File: src/rtl/counter_nbit.sv
// Parametrised up/down counter with modulus, parallel load, wrap/saturate and sticky overflow.
// Optional synchronous clear input i_clr is enabled by defining COUNTER_NBIT_SYNC_CLR_EN.
module counter_nbit #(
    parameter int unsigned      WIDTH = 4,
    parameter logic [WIDTH-1:0] MAX   = {WIDTH{1'b1}}
) (
    input  logic             clk,
    input  logic             rst_n,
    input  logic             i_en,
    input  logic             i_up,
    input  logic             i_ld,
    input  logic [WIDTH-1:0] i_din,
    input  logic             i_sat,
    input  logic             i_ovf_clr,
`ifdef COUNTER_NBIT_SYNC_CLR_EN
    input  logic             i_clr,
`endif
    output logic [WIDTH-1:0] o_counter,
    output logic             o_co,
    output logic             o_ovf
);

    logic [WIDTH-1:0] r_counter;
    logic             r_ovf;
    logic [WIDTH-1:0] w_counter_nxt;
    logic             w_ovf_nxt;
    logic [WIDTH-1:0] w_din_clamped;
    logic             w_at_max;
    logic             w_at_zero;
    logic             w_bound_evt;
    logic             w_clr;

`ifdef COUNTER_NBIT_SYNC_CLR_EN
    assign w_clr = i_clr;
`else
    assign w_clr = 1'b0;
`endif

    assign w_at_max      = (r_counter == MAX);
    assign w_at_zero     = (r_counter == '0);
    assign w_din_clamped = (i_din > MAX) ? MAX : i_din;

    // A count edge that crosses the terminal bound in the selected direction.
    assign w_bound_evt = i_en & ~i_ld & ~w_clr & (i_up ? w_at_max : w_at_zero);

    always_comb begin
        w_counter_nxt = r_counter;
        w_ovf_nxt     = r_ovf;
        if (w_clr) begin
            w_counter_nxt = '0;
        end else if (i_ld) begin
            w_counter_nxt = w_din_clamped;
        end else if (i_en) begin
            if (i_up) begin
                if (w_at_max) w_counter_nxt = i_sat ? MAX : '0;
                else          w_counter_nxt = r_counter + WIDTH'(1);
            end else begin
                if (w_at_zero) w_counter_nxt = i_sat ? '0 : MAX;
                else           w_counter_nxt = r_counter - WIDTH'(1);
            end
        end

        // Set beats clear; an explicit sync clear wipes the flag outright.
        if (w_clr)            w_ovf_nxt = 1'b0;
        else if (w_bound_evt) w_ovf_nxt = 1'b1;
        else if (i_ovf_clr)   w_ovf_nxt = 1'b0;
    end

    always_ff @(posedge clk or negedge rst_n) begin
        if (!rst_n) begin
            r_counter <= '0;
            r_ovf     <= 1'b0;
        end else begin
            r_counter <= w_counter_nxt;
            r_ovf     <= w_ovf_nxt;
        end
    end

    assign o_counter = r_counter;
    assign o_ovf     = r_ovf;
    assign o_co      = w_bound_evt;

endmodule

File: config.mk
export PLATFORM = sky130hd
export DESIGN_NAME = counter_nbit
export DESIGN_NICKNAME = d
export VERILOG_FILES = /design/src/rtl/counter_nbit.sv
export SDC_FILE = /design/constraint.sdc
export NUM_CORES = 1
export LEC_CHECK = 0
export BUFFER_PORTS_ARGS = -buffer_cell sky130_fd_sc_hd__buf_2
export CAP_MARGIN = 20
export CORE_AREA = 2 2 39 41
export DETAILED_ROUTE_END_ITERATION = 10
export DIE_AREA = 0 0 41 43
export MAX_ROUTING_LAYER = met4
export PLACE_DENSITY = 0.62
export RECOVER_POWER = 100
export REMOVE_ABC_BUFFERS = 1
export SYNTH_ARGS = -nofsm -noshare
export SYNTH_HDL_FRONTEND = slang
export SYNTH_SLANG_ARGS = --single-unit
File: constraint.sdc
create_clock -name clk -period 1.54 [get_ports clk]
set_input_delay 0.308 -clock clk [delete_from_list [all_inputs] [get_ports clk]]
set_output_delay 0.308 -clock clk [all_outputs]
set_load 0.02 [all_outputs]
# --- Word level (Yosys, flattened, before mapping) ---
# Cells that the tools add are included.
totals:
  regBits: 5
  latchBits: 0
  ram_bits: 0
  rom_bits: 0
  inputBits: 11
  output_inout_bits: 6
  elab_cells: 23
  n_memories: 0
op_classes:
  addsub: 2
  multipliers: 0
  n_div: 0
  order_cmp: 1
  n_eq_ne: 1
  n_shift: 0
  n_mux: 11
  n_bitwise: 3
  n_reduce_logical: 3
op_table:
  columns: ["op", "n"]
  rows:
  - ["4-bit two-way mux", 8]
  - ["4-bit by 1-bit adder with 4-bit output (second input constant)", 1]
  - ["4-bit equality test (second input constant)", 1]
  - ["4-bit greater-than comparator (second input constant)", 1]
  - ["4-bit zero test", 1]
  - ["2-bit nonzero test", 2]
  - ["4-bit by 1-bit subtractor with 4-bit output (second input constant)", 1]
  - ["1-bit two-way mux", 3]
  - ["1-bit AND", 2]
  - ["1-bit NOT", 1]

# --- Logic depth before layout (Yosys ltp) ---
# Gate-level depths: netlist (run 1).
logic_depth:
  word_depth: 5
  ltp_mapped: 6
  depth_no_buf: 6

# --- Worst setup path before layout (run 1) ---
# Ideal clock, no wire load.
synth_path:
  path_kind: "reg-to-output"
  start: "register r_counter[0], in the netlist o_counter[0]"
  end: "output port o_co"
  arrival_time_ns: 1.689
  required_ns: 1.232
  path_slack_ns: -0.457
  stages_incl_launch_ff: 5
  n_path_buf: 0
  cell_sequence: "dfrtp_1 -> inv_1 -> ha_1 -> or4b_4 -> a21oi_1"
synth_between:
  elab_chain_len: 3
  word_cells_on_any_way: 4
  classes_between: "eq/ne (1); mux (1); bitwise (1); reduce/logical (1)"
synth_rtl:
  columns: ["item", "line_no", "text"]
  rows:
  - ["start, declared", "23", "logic [WIDTH-1:0] r_counter;"]
  - ["start signal, assigned", "74", "r_counter <= w_counter_nxt;"]
  - ["4-bit equality test / 4-bit zero test (equally long branches)", "39, 40", null]
  - ["1-bit two-way mux *", "44", "assign w_bound_evt = i_en & ~i_ld & ~w_clr & (i_up ? w_at_max : w_at_zero);"]
  - ["1-bit AND *", "44", null]
  - ["end, declared", "19", "output logic o_co,"]
# Mark *: on every way between the ends. The rest lies on a longest branch, timed or not.

# --- Worst setup path in the final report (run 1) ---
# Ends and elaborated chain as after synthesis.

==> results by group, run 1 <==
Critical path
  – Worst Setup End Kind: primary output
  – R2r endpoint: o_counter[0]
  – R2R cell count: 7
  – Crit path launch type: register
  – Crit-path max FO: 2
  – Worst endpoint data arrival time: 1.59 ns
  – Required time worst endpoint: 1.23 ns
  – Reg2reg setup slack: -0.27 ns
  – Critical R2R Launch: o_counter[0]
  – CP Class: reg -> out

Min path
  – Hold Crit Class: in -> reg
  – Hold Path Sink: o_counter[2]
  – Worst hold path cell count: 3
  – Hold_sp: i_din[2]

Layout
  – Share of layout cells above drive strength 1: 41.4%
  – Fill cell count: 137
  – Antenna Cells: 0
  – Final non-filler cell total: 103
  – Area growth syn-to-layout: 52.3%
  – Nets: 101
  – Post-layout util: 51.1%

Route
  – DR vias: 532
  – Metal2 WL: 623 um
  – Pre-antenna DRT Iters: 4
  – Drc violations: 0
  – Post-Route M1 WL: 579 um
  – WL met3: 49 um
  – Post-Route WL: 1.25 mm
  – Final ANT Viol Nets: 0
  – Initial DRC count: 7
  – Mean routed wirelength per cell: 12.2 um
  – Max Used Layer: met3
  – Vias per Instance: 5.17

STA
  – Final Slew Violations: 0
  – Min Tclk post-route: 1.89 ns
  – Clock skew: 0.0000962 ns
  – RSZ-0062 raised after global routing: yes
  – Final Setup Violations: 6
  – Worst slew pin tran: 0.376 ns
  – Sum Neg Setup Slack: -1.07 ns
  – Fin. Hold Viols: 0
  – Final WS setup: -0.354 ns
  – Fin crit share: 123%
  – Relative slew slack: 74.6%
  – Peak Freq: 528 MHz

Global routing
  – Initial antenna violation count: 0
  – Gr ovfl total: 0
  – Largest net degree at the start of global routing: 11
  – Total GRT Usage: 17.8%
  – Vias in the first global route: 496
  – First-pass GRT wire length: 2.07 mm

Power
  – Lkg Pwr: 0.334 nW
  – Peak VDD IR: 470 uV
  – PwrDens: 768 nW/um2

Synthesis
  – Most common library cells after synthesis: nand2_1, a21oi_1, dfrtp_1, nor2_1, inv_1
  – Syn. warnings: 0
  – Post-synthesis sequential area ratio: 27.0%
  – Post-synth EDFFs: 0
  – Synth Area per Inst: 8.29 um2
  – Count leader, synth: nand2_1
  – Flip-flop and latch count after synthesis: 5
  – Async S/R FF share, synth: 100%
  – Mapped Cells: 56
  – Cell variety after synth: 26
  – Synth Cell Area: 464 um2
  – Post-synth top area cell: dfrtp_1
  – Top FF cell, synth: dfrtp_1
  – Ranking of synthesized cells by area: dfrtp_1, a21oi_1, ha_1
  – Top cell type's share of synthesized area: 27.0%

Run
  – MaxCap Viol Count: 0

Clock network
  – CTS tree: yes
  – Clock-pin slew on the worst setup and hold paths: 0.04 ns
  – Num CTS Buffers: 3
  – Num Clock Sinks: 5
  – H-Tree Depth: 1
  – Clk Tree Root Cell: clkbuf_4
  – Clk Latency, worst-skew pair: 0.23 ns
  – CTS Buffer Depth: 2

Placement
  – Buffers on Ports: 16
  – GPL Wtd Cong: 0.807
  – Dpl cells: 94
  – Post-DP HPWL: 933 um

Outcome
  – Status: complete, but fails checks
  – Failing checks: negative setup slack

Floorplan
  – I/O pins: 17
  – Core area: 1380 um2
  – Starting Density: 33.5%
  – Die Y: 43 um
  – Cell row count: 14
  – Die width: 41 um
  – Die Area: 1760 um2
per-layer routing:
| layer | track usage, % | up-vias |
|---|---|---|
| li1 | - | 271 |
| met1 | 22.4 | 249 |
| met2 | 25.9 | 12 |
| met3 | 4.71 | 0 |
| met4 | 8.00 | 0 |
| met5 | - | - |
area by class of cell:
cell class                      instances  area, um2  area share [%]
Multi-Input combinational cell         43        323            45.7
Sequential cell                         5        125            17.7
Tap cell                               16       20.0            2.83
Timing Repair Buffer                   31        198            28.0
Inverter                                4       15.0            2.12
Clock buffer                            4       26.3            3.72
sequential cells by signal, indices dropped and copies added, names as in the netlist:
| register | flops |
|---|---|
| o_counter | 4 |
| o_ovf | 1 |
placed cells by master, fill, tap and decap left out, types with 2 or more instances in the layout:
cell	netlist	routed
clkbuf_1	0	7
buf_6	2	2
nor3_1	2	2
a21oi_1	5	4
nand2b_1	2	2
clkbuf_4	0	3
a211oi_1	3	3
inv_2	0	2
buf_4	2	13
buf_2	0	9
a21o_1	3	3
dfrtp_1	5	5
inv_1	4	2
nand2_1	6	6
nor2_1	5	5
through the flow:
step                worst slack (ns)  cell area, um2  hold slack (ns)  power, mW
floorplan                     -0.457             427           0.0124      0.271
finish                        -0.354             707            0.307      0.543
global placement              -0.158             602            0.127      0.367
detailed placement            -0.215             602            0.127      0.369
CTS                           -0.375             707            0.294      0.551
global route                  -0.404             707            0.300      0.584
what timing repair did:
action,CTS,global route
endpoints found under the hold margin,5,0
endpoints found under the setup margin,4,6
hold buffers,1,0
gates resized for setup,12,1
pin swaps,5,2
cloned,0,0
setup buffers,3,1
cells by family (layout without fill, tap and decap cells):
logic type | count (synthesis) | after routing | share of synthesized area, %
AND/OR/NAND/NOR | 22 | 22 | 25.6
AO/OA/AOI/OAI | 18 | 18 | 25.9
buffers and inverters | 8 | 39 | 11.3
flip-flops | 5 | 5 | 27.0
adder cells (fa/ha/maj) | 2 | 2 | 5.39
multiplexers | 1 | 1 | 4.85
how the worst max path moves through the flow:
| stage | endpoint | cells after the start | from | slack, ns |
|---|---|---|---|---|
| 2_1_floorplan | o_co | 4 | o_counter[0] | -0.46 |
| 3_3_place_gp | o_co | 5 | o_counter[0] | -0.16 |
| 3_5_place_dp | o_co | 5 | o_counter[0] | -0.22 |
| 4_1_cts | o_co | 5 | o_counter[1] | -0.38 |
| 5_1_grt | o_co | 5 | o_counter[0] | -0.40 |
| 6_report | o_co | 5 | o_counter[0] | -0.35 |
report_power, final:
part	leakage, nW	internal, mW	total, mW	switching (mW)
clock network	0.0150	0.0975	0.144	0.0464
logic	0.257	0.113	0.245	0.131
registers	0.0622	0.146	0.154	0.00832
critical path, cell delays in order (launching register included):
cell	delay, ns
dfrtp_1	0.38
inv_2	0.08
ha_4	0.13
or4b_4	0.47
a21oi_4	0.15
buf_6	0.13
(Power assumes the default switching activity.)
==> run 2, diff against run 1 <==
--- a/config.mk
+++ b/config.mk
@@ -11,7 +11,7 @@
 export DETAILED_ROUTE_END_ITERATION = 10
 export DIE_AREA = 0 0 41 43
 export MAX_ROUTING_LAYER = met4
-export PLACE_DENSITY = 0.62
+export PLACE_DENSITY = 0.6
 export RECOVER_POWER = 100
 export REMOVE_ABC_BUFFERS = 1
 export SYNTH_ARGS = -nofsm -noshare
==> results by group, run 2 (synthesis gave the netlist of run 1 again) <==
Outcome
  – Status: complete, but fails checks
  – Failing checks: negative setup slack

Critical path
  – CP Class: reg -> out
  – Critical Path Slowest Stage Cell: or4b_4
  – Crit-path max FO: 2
  – Crit path launch type: register
  – Required time worst endpoint: 1.23 ns
  – Crit-path leading delay family: simple AND/OR/NAND/NOR gates
  – Worst endpoint data arrival time: 1.58 ns
  – Crit path cell chain: inv_2 > ha_4 > or4b_4 > a21oi_4 > buf_6
  – Worst Setup End Kind: primary output
  – CP Buf/Inv Count: 2
  – Largest stage delay on the critical path: 0.47 ns

Floorplan
  – I/O pins: 17
  – Die Area: 1760 um2
  – Core area: 1380 um2
  – Die width: 41 um
  – Die Y: 43 um
  – Starting Density: 33.5%
  – Cell row count: 14

Placement
  – Dpl cell area: 602 um2
  – Buffers on Ports: 16
  – Dpl cells: 94
  – Post-DP HPWL: 920 um
  – GPL Wtd Cong: 0.746

Route
  – Final ANT Viol Nets: 0
  – Drc violations: 0
  – Vias per Instance: 4.89
  – Initial DRC count: 5
  – Post-Route WL: 1.22 mm
  – DR vias: 504
  – Mean routed wirelength per cell: 11.8 um
  – Pre-antenna DRT Iters: 4

Clock network
  – Clk Tree Root Cell: clkbuf_4
  – Clk Latency, worst-skew pair: 0.23 ns
  – CTS Buffer Depth: 2
  – Num Clock Sinks: 5
  – Num CTS Buffers: 3
  – H-Tree Depth: 1
  – Clock-pin slew on the worst setup and hold paths: 0.04 ns
  – CTS tree: yes

STA
  – Peak Freq: 530 MHz
  – Final Slew Violations: 0
  – Final Setup Violations: 4
  – Fin. Hold Viols: 0
  – RSZ-0062 raised after global routing: yes
  – Min Tclk post-route: 1.89 ns
  – Worst slew pin tran: 0.284 ns
  – Fin crit share: 123%
  – Relative slew slack: 81.0%
  – Clock skew: 0.00103 ns
  – Final WS setup: -0.348 ns

Layout
  – Largest register FFs: 4
  – Post-route design area: 721 um2
  – Final non-filler cell total: 103
  – Most frequent cells in the layout: buf_4, buf_2, clkbuf_1
  – Antenna Cells: 0
  – Nets: 101
  – Share of layout cells above drive strength 1: 43.7%
  – Area growth syn-to-layout: 55.3%
  – Commonest non-fill, non-tap cell in the layout: buf_4

Power
  – PwrDens: 769 nW/um2
  – Peak VDD IR: 440 uV
  – Lkg Pwr: 0.335 nW

Global routing
  – Total GRT Usage: 16.9%
  – Largest net degree at the start of global routing: 11
  – First-pass GRT wire length: 2.00 mm
  – Vias in the first global route: 498
  – Gr ovfl total: 0
  – Initial antenna violation count: 0

Min path
  – Hold Crit Class: in -> reg

Run
  – MaxCap Viol Count: 0
## run 2: cell counts in the layout (fill, tap and decap cells not counted)
No cell type changed its count.
## run 2: through the flow
step	hold WS, ns	power, mW	setup TNS [ns]	util [%]	worst slack, ns
3_5_place_dp	0.125	0.370	-0.604	43.5	-0.202
5_1_grt	0.287	0.599	-1.13	52.1	-0.418
3_3_place_gp	0.121	0.368	-0.528	43.5	-0.150
2_1_floorplan	0.0124	0.271	-1.29	-	-0.457
4_1_cts	0.285	0.548	-0.793	50.4	-0.376
6_report	0.284	0.554	-0.803	52.1	-0.348
## run 2: repair_timing
action                                  CTS  global route
endpoints found under the setup margin    5             5
buffers inserted                          2             2
hold endpoints to repair                  5             0
pin swaps                                 3             3
resized for setup                        11             3
gates cloned                              0             0
hold buffers                              1             0
## run 2: per-layer routing
metal  vias to the layer above  GRT usage, %  wire length, um  part of all wire, %
met4                         0          8.00                0                    0
met1                       229          20.8              547                   45
met5                         -             -                0                    0
li1                        265             -                -                    -
met3                         0          3.14               38                  3.1
met2                        10          25.6              633                   52
## run 2: final cells by class
class	count	area, um2
Inverter	4	15.0
Tap cell	16	20.0
Sequential cell	5	125
Multi-Input combinational cell	43	343
Fill cell	128	663
Clock buffer	4	26.3
Timing Repair Buffer	31	191
## run 2: worst paths after layout
check	from	endpoint	slack, ns	cells past startpoint
min in group asynchronous	rst_n	o_counter[2]	0.44	2
worst min-delay path	i_din[2]	o_counter[2]	0.28	3
worst max-delay path	o_counter[0]	o_co	-0.35	5
worst max register to register	o_counter[0]	o_counter[0]	-0.16	6
worst min register to register	o_ovf	o_ovf	0.48	1
max in group asynchronous	rst_n	o_counter[3]	0.90	2
## run 2: where the power goes
group | internal, mW | switching [mW]
logic | 0.118 | 0.137
clock network | 0.0976 | 0.0474
registers | 0.146 | 0.00836
total | 0.362 | 0.192
## run 2: tightest hold or removal path: stages
cell     delay [ns]
buf_2          0.07
nand2_1        0.05
o41ai_2        0.05
==> run 3, diff against run 2 <==
--- a/config.mk
+++ b/config.mk
@@ -5,13 +5,14 @@
 export SDC_FILE = /design/constraint.sdc
 export NUM_CORES = 1
 export LEC_CHECK = 0
+export ABC_AREA = 1
 export BUFFER_PORTS_ARGS = -buffer_cell sky130_fd_sc_hd__buf_2
 export CAP_MARGIN = 20
 export CORE_AREA = 2 2 39 41
 export DETAILED_ROUTE_END_ITERATION = 10
 export DIE_AREA = 0 0 41 43
 export MAX_ROUTING_LAYER = met4
-export PLACE_DENSITY = 0.6
+export PLACE_DENSITY = 0.61
 export RECOVER_POWER = 100
 export REMOVE_ABC_BUFFERS = 1
 export SYNTH_ARGS = -nofsm -noshare
==> results by group, run 3 <==
Outcome
  – Status: complete, but fails checks
  – Failing checks: negative setup slack

Critical path
  – Required time worst endpoint: 1.23 ns
  – R2R cell count: 12
  – Crit path launch type: register
  – Worst endpoint data arrival time: 1.36 ns
  – Critical R2R Launch: o_counter[1]
  – Crit-path max FO: 4
  – R2r endpoint: o_counter[0]
  – Worst Setup End Kind: primary output
  – CP Class: reg -> out
  – Reg2reg setup slack: 0.08 ns

Layout
  – Most frequent cells in the layout: nand2_1, buf_4, buf_2
  – Area growth syn-to-layout: 49.2%
  – Share of layout cells above drive strength 1: 36.7%
  – Fill cell count: 145
  – Commonest non-fill, non-tap cell in the layout: nand2_1
  – Final non-filler cell total: 125
  – Antenna Cells: 0
  – Largest register FFs: 4
  – Nets: 123
  – Post-route design area: 706 um2

Floorplan
  – Die Y: 43 um
  – I/O pins: 17
  – Starting Density: 34.2%
  – Core area: 1380 um2
  – Cell row count: 14
  – Die Area: 1760 um2
  – Die width: 41 um

Placement
  – Buffers on Ports: 16
  – Dpl cells: 114
  – GPL Wtd Cong: 0.776
  – Dpl cell area: 607 um2
  – Post-placement worst setup slack: 0.00121 ns
  – Post-DP HPWL: 874 um

STA
  – Final WS setup: -0.129 ns
  – Relative slew slack: 81.8%
  – Min Tclk post-route: 1.67 ns
  – Fin. Hold Viols: 0
  – Worst slew pin tran: 0.272 ns
  – RSZ-0062 raised after global routing: yes
  – Sum Neg Setup Slack: -0.129 ns
  – Fin crit share: 108%
  – Final Slew Violations: 0
  – Peak Freq: 599 MHz
  – Final Setup Violations: 1
  – Final hold slack: 0.268 ns
  – Clock skew: 0.00165 ns

Synthesis
  – Synth Cell Area: 473 um2
  – Flip-flop and latch count after synthesis: 5
  – Synth Area per Inst: 6.14 um2
  – Post-synth top area cell: dfrtp_1
  – Count leader, synth: nand2_1
  – Post-synth EDFFs: 0
  – Top cell type's share of synthesized area: 26.5%
  – Post-synthesis sequential area ratio: 26.5%
  – Ranking of synthesized cells by area: dfrtp_1, nand2_1, inv_1
  – Mapped Cells: 77
  – Top FF cell, synth: dfrtp_1
  – Async S/R FF share, synth: 100%
  – Syn. warnings: 0
  – Most common library cells after synthesis: nand2_1, inv_1, nor2_1
  – Cell variety after synth: 16

Global routing
  – Vias in the first global route: 503
  – Grt met2 use: 24.1%
  – First-pass GRT wire length: 1.90 mm
  – Gr ovfl total: 0
  – Most Crowded Layer GR: met2
  – Largest net degree at the start of global routing: 10
  – M3 GR Usage: 3.14%
  – Met1 Track Usage GR: 19.9%
  – Total GRT Usage: 16.1%
  – Initial antenna violation count: 0

Route
  – Initial DRC count: 10
  – Post-Route WL: 1.12 mm
  – Pre-antenna DRT Iters: 4
  – DR vias: 567
  – Drc violations: 0
  – Vias per Instance: 4.54
  – Mean routed wirelength per cell: 8.98 um
  – Final ANT Viol Nets: 0

Run
  – MaxCap Viol Count: 0

Clock network
  – H-Tree Depth: 1
  – Clk Tree Root Cell: clkbuf_4
  – Clock-pin slew on the worst setup and hold paths: 0.04 ns
  – Clk Latency, worst-skew pair: 0.23 ns
  – Num Clock Sinks: 5
  – Num CTS Buffers: 3
  – CTS Buffer Depth: 2
  – CTS tree: yes

Power
  – PwrDens: 787 nW/um2
  – Lkg Pwr: 0.387 nW
  – Peak VDD IR: 494 uV

Min path
  – Hold Crit Class: in -> reg
  – Hold Path Sink: o_ovf
  – Hold_sp: i_ovf_clr
  – Worst hold path cell count: 2
==> run 3: cell types whose count changed after synthesis, sizes merged, moves of 3 or more <==
cell	before	now
buf	4	1
nand3	1	7
a22oi	0	3
nand2	6	29
nor2	5	8
inv	4	13
a211oi	3	0
a21o	3	0
==> run 3: final cells by class <==
type | instances | area [um2] | area share, %
multi-input combinational | 58 | 305 | 43.3
tap | 16 | 20.0 | 2.84
inverter | 13 | 48.8 | 6.91
clock buffer | 4 | 26.3 | 3.72
sequential | 5 | 125 | 17.7
timing repair buffer | 29 | 180 | 25.5
==> run 3: layer usage <==
layer / up-vias / part of all wire [%]
li1: 307 / -
met1: 248 / 45
met2: 12 / 52
met3: 0 / 3.7
met4: 0 / 0
met5: - / 0
==> run 3: worst max path at each step <==
stage | startpoint | endpoint | slack, ns
final | o_counter[1] | o_co | -0.13
after CTS | o_counter[1] | o_co | -0.16
after detailed placement | o_counter[0] | o_co | 0.001
after floorplan | o_counter[0] | o_co | -0.04
after global routing | o_counter[1] | o_co | -0.22
after global placement | o_counter[0] | o_co | 0.05
==> run 3: logic make-up (layout without fill, tap and decap cells) <==
| group | count (synthesis) | count (layout) | synth area share (%) |
|---|---|---|---|
| AO/OA/AOI/OAI | 10 | 10 | 13.0 |
| XOR/XNOR | 1 | 1 | 1.85 |
| adder cells (fa/ha/maj) | 2 | 2 | 5.29 |
| buffers and inverters | 14 | 46 | 12.7 |
| flip-flops | 5 | 5 | 26.5 |
| AND/OR/NAND/NOR | 45 | 45 | 40.7 |
==> run 3: worst max-delay path, stage by stage (launching register included) <==
cell	delay, ns
dfrtp_1	0.40
inv_1	0.07
ha_2	0.16
inv_2	0.05
nor2_4	0.09
nand2_2	0.06
nand2_2	0.07
nand3_2	0.07
inv_2	0.06
buf_6	0.10
==> run 3: timing repair <==
action	in CTS	in global routing
pin swaps	1	2
resized for setup	8	3
hold buffers	1	0
hold endpoints to repair	5	0
setup buffers	5	1
endpoints found under the setup margin	1	2
==> run 3: where the power goes <==
| part | internal [mW] | switching (mW) |
|---|---|---|
| sequential | 0.147 | 0.0189 |
| combinational | 0.111 | 0.135 |
| clock | 0.0975 | 0.0465 |
| total | 0.355 | 0.200 |
==> run 3: per-stage QoR <==
step                      util, %  power (mW)
after global placement       43.9       0.381
after detailed placement     43.9       0.380
after CTS                    50.4       0.559
final                        51.0       0.556
after floorplan                 -       0.298
after global routing         51.0       0.600
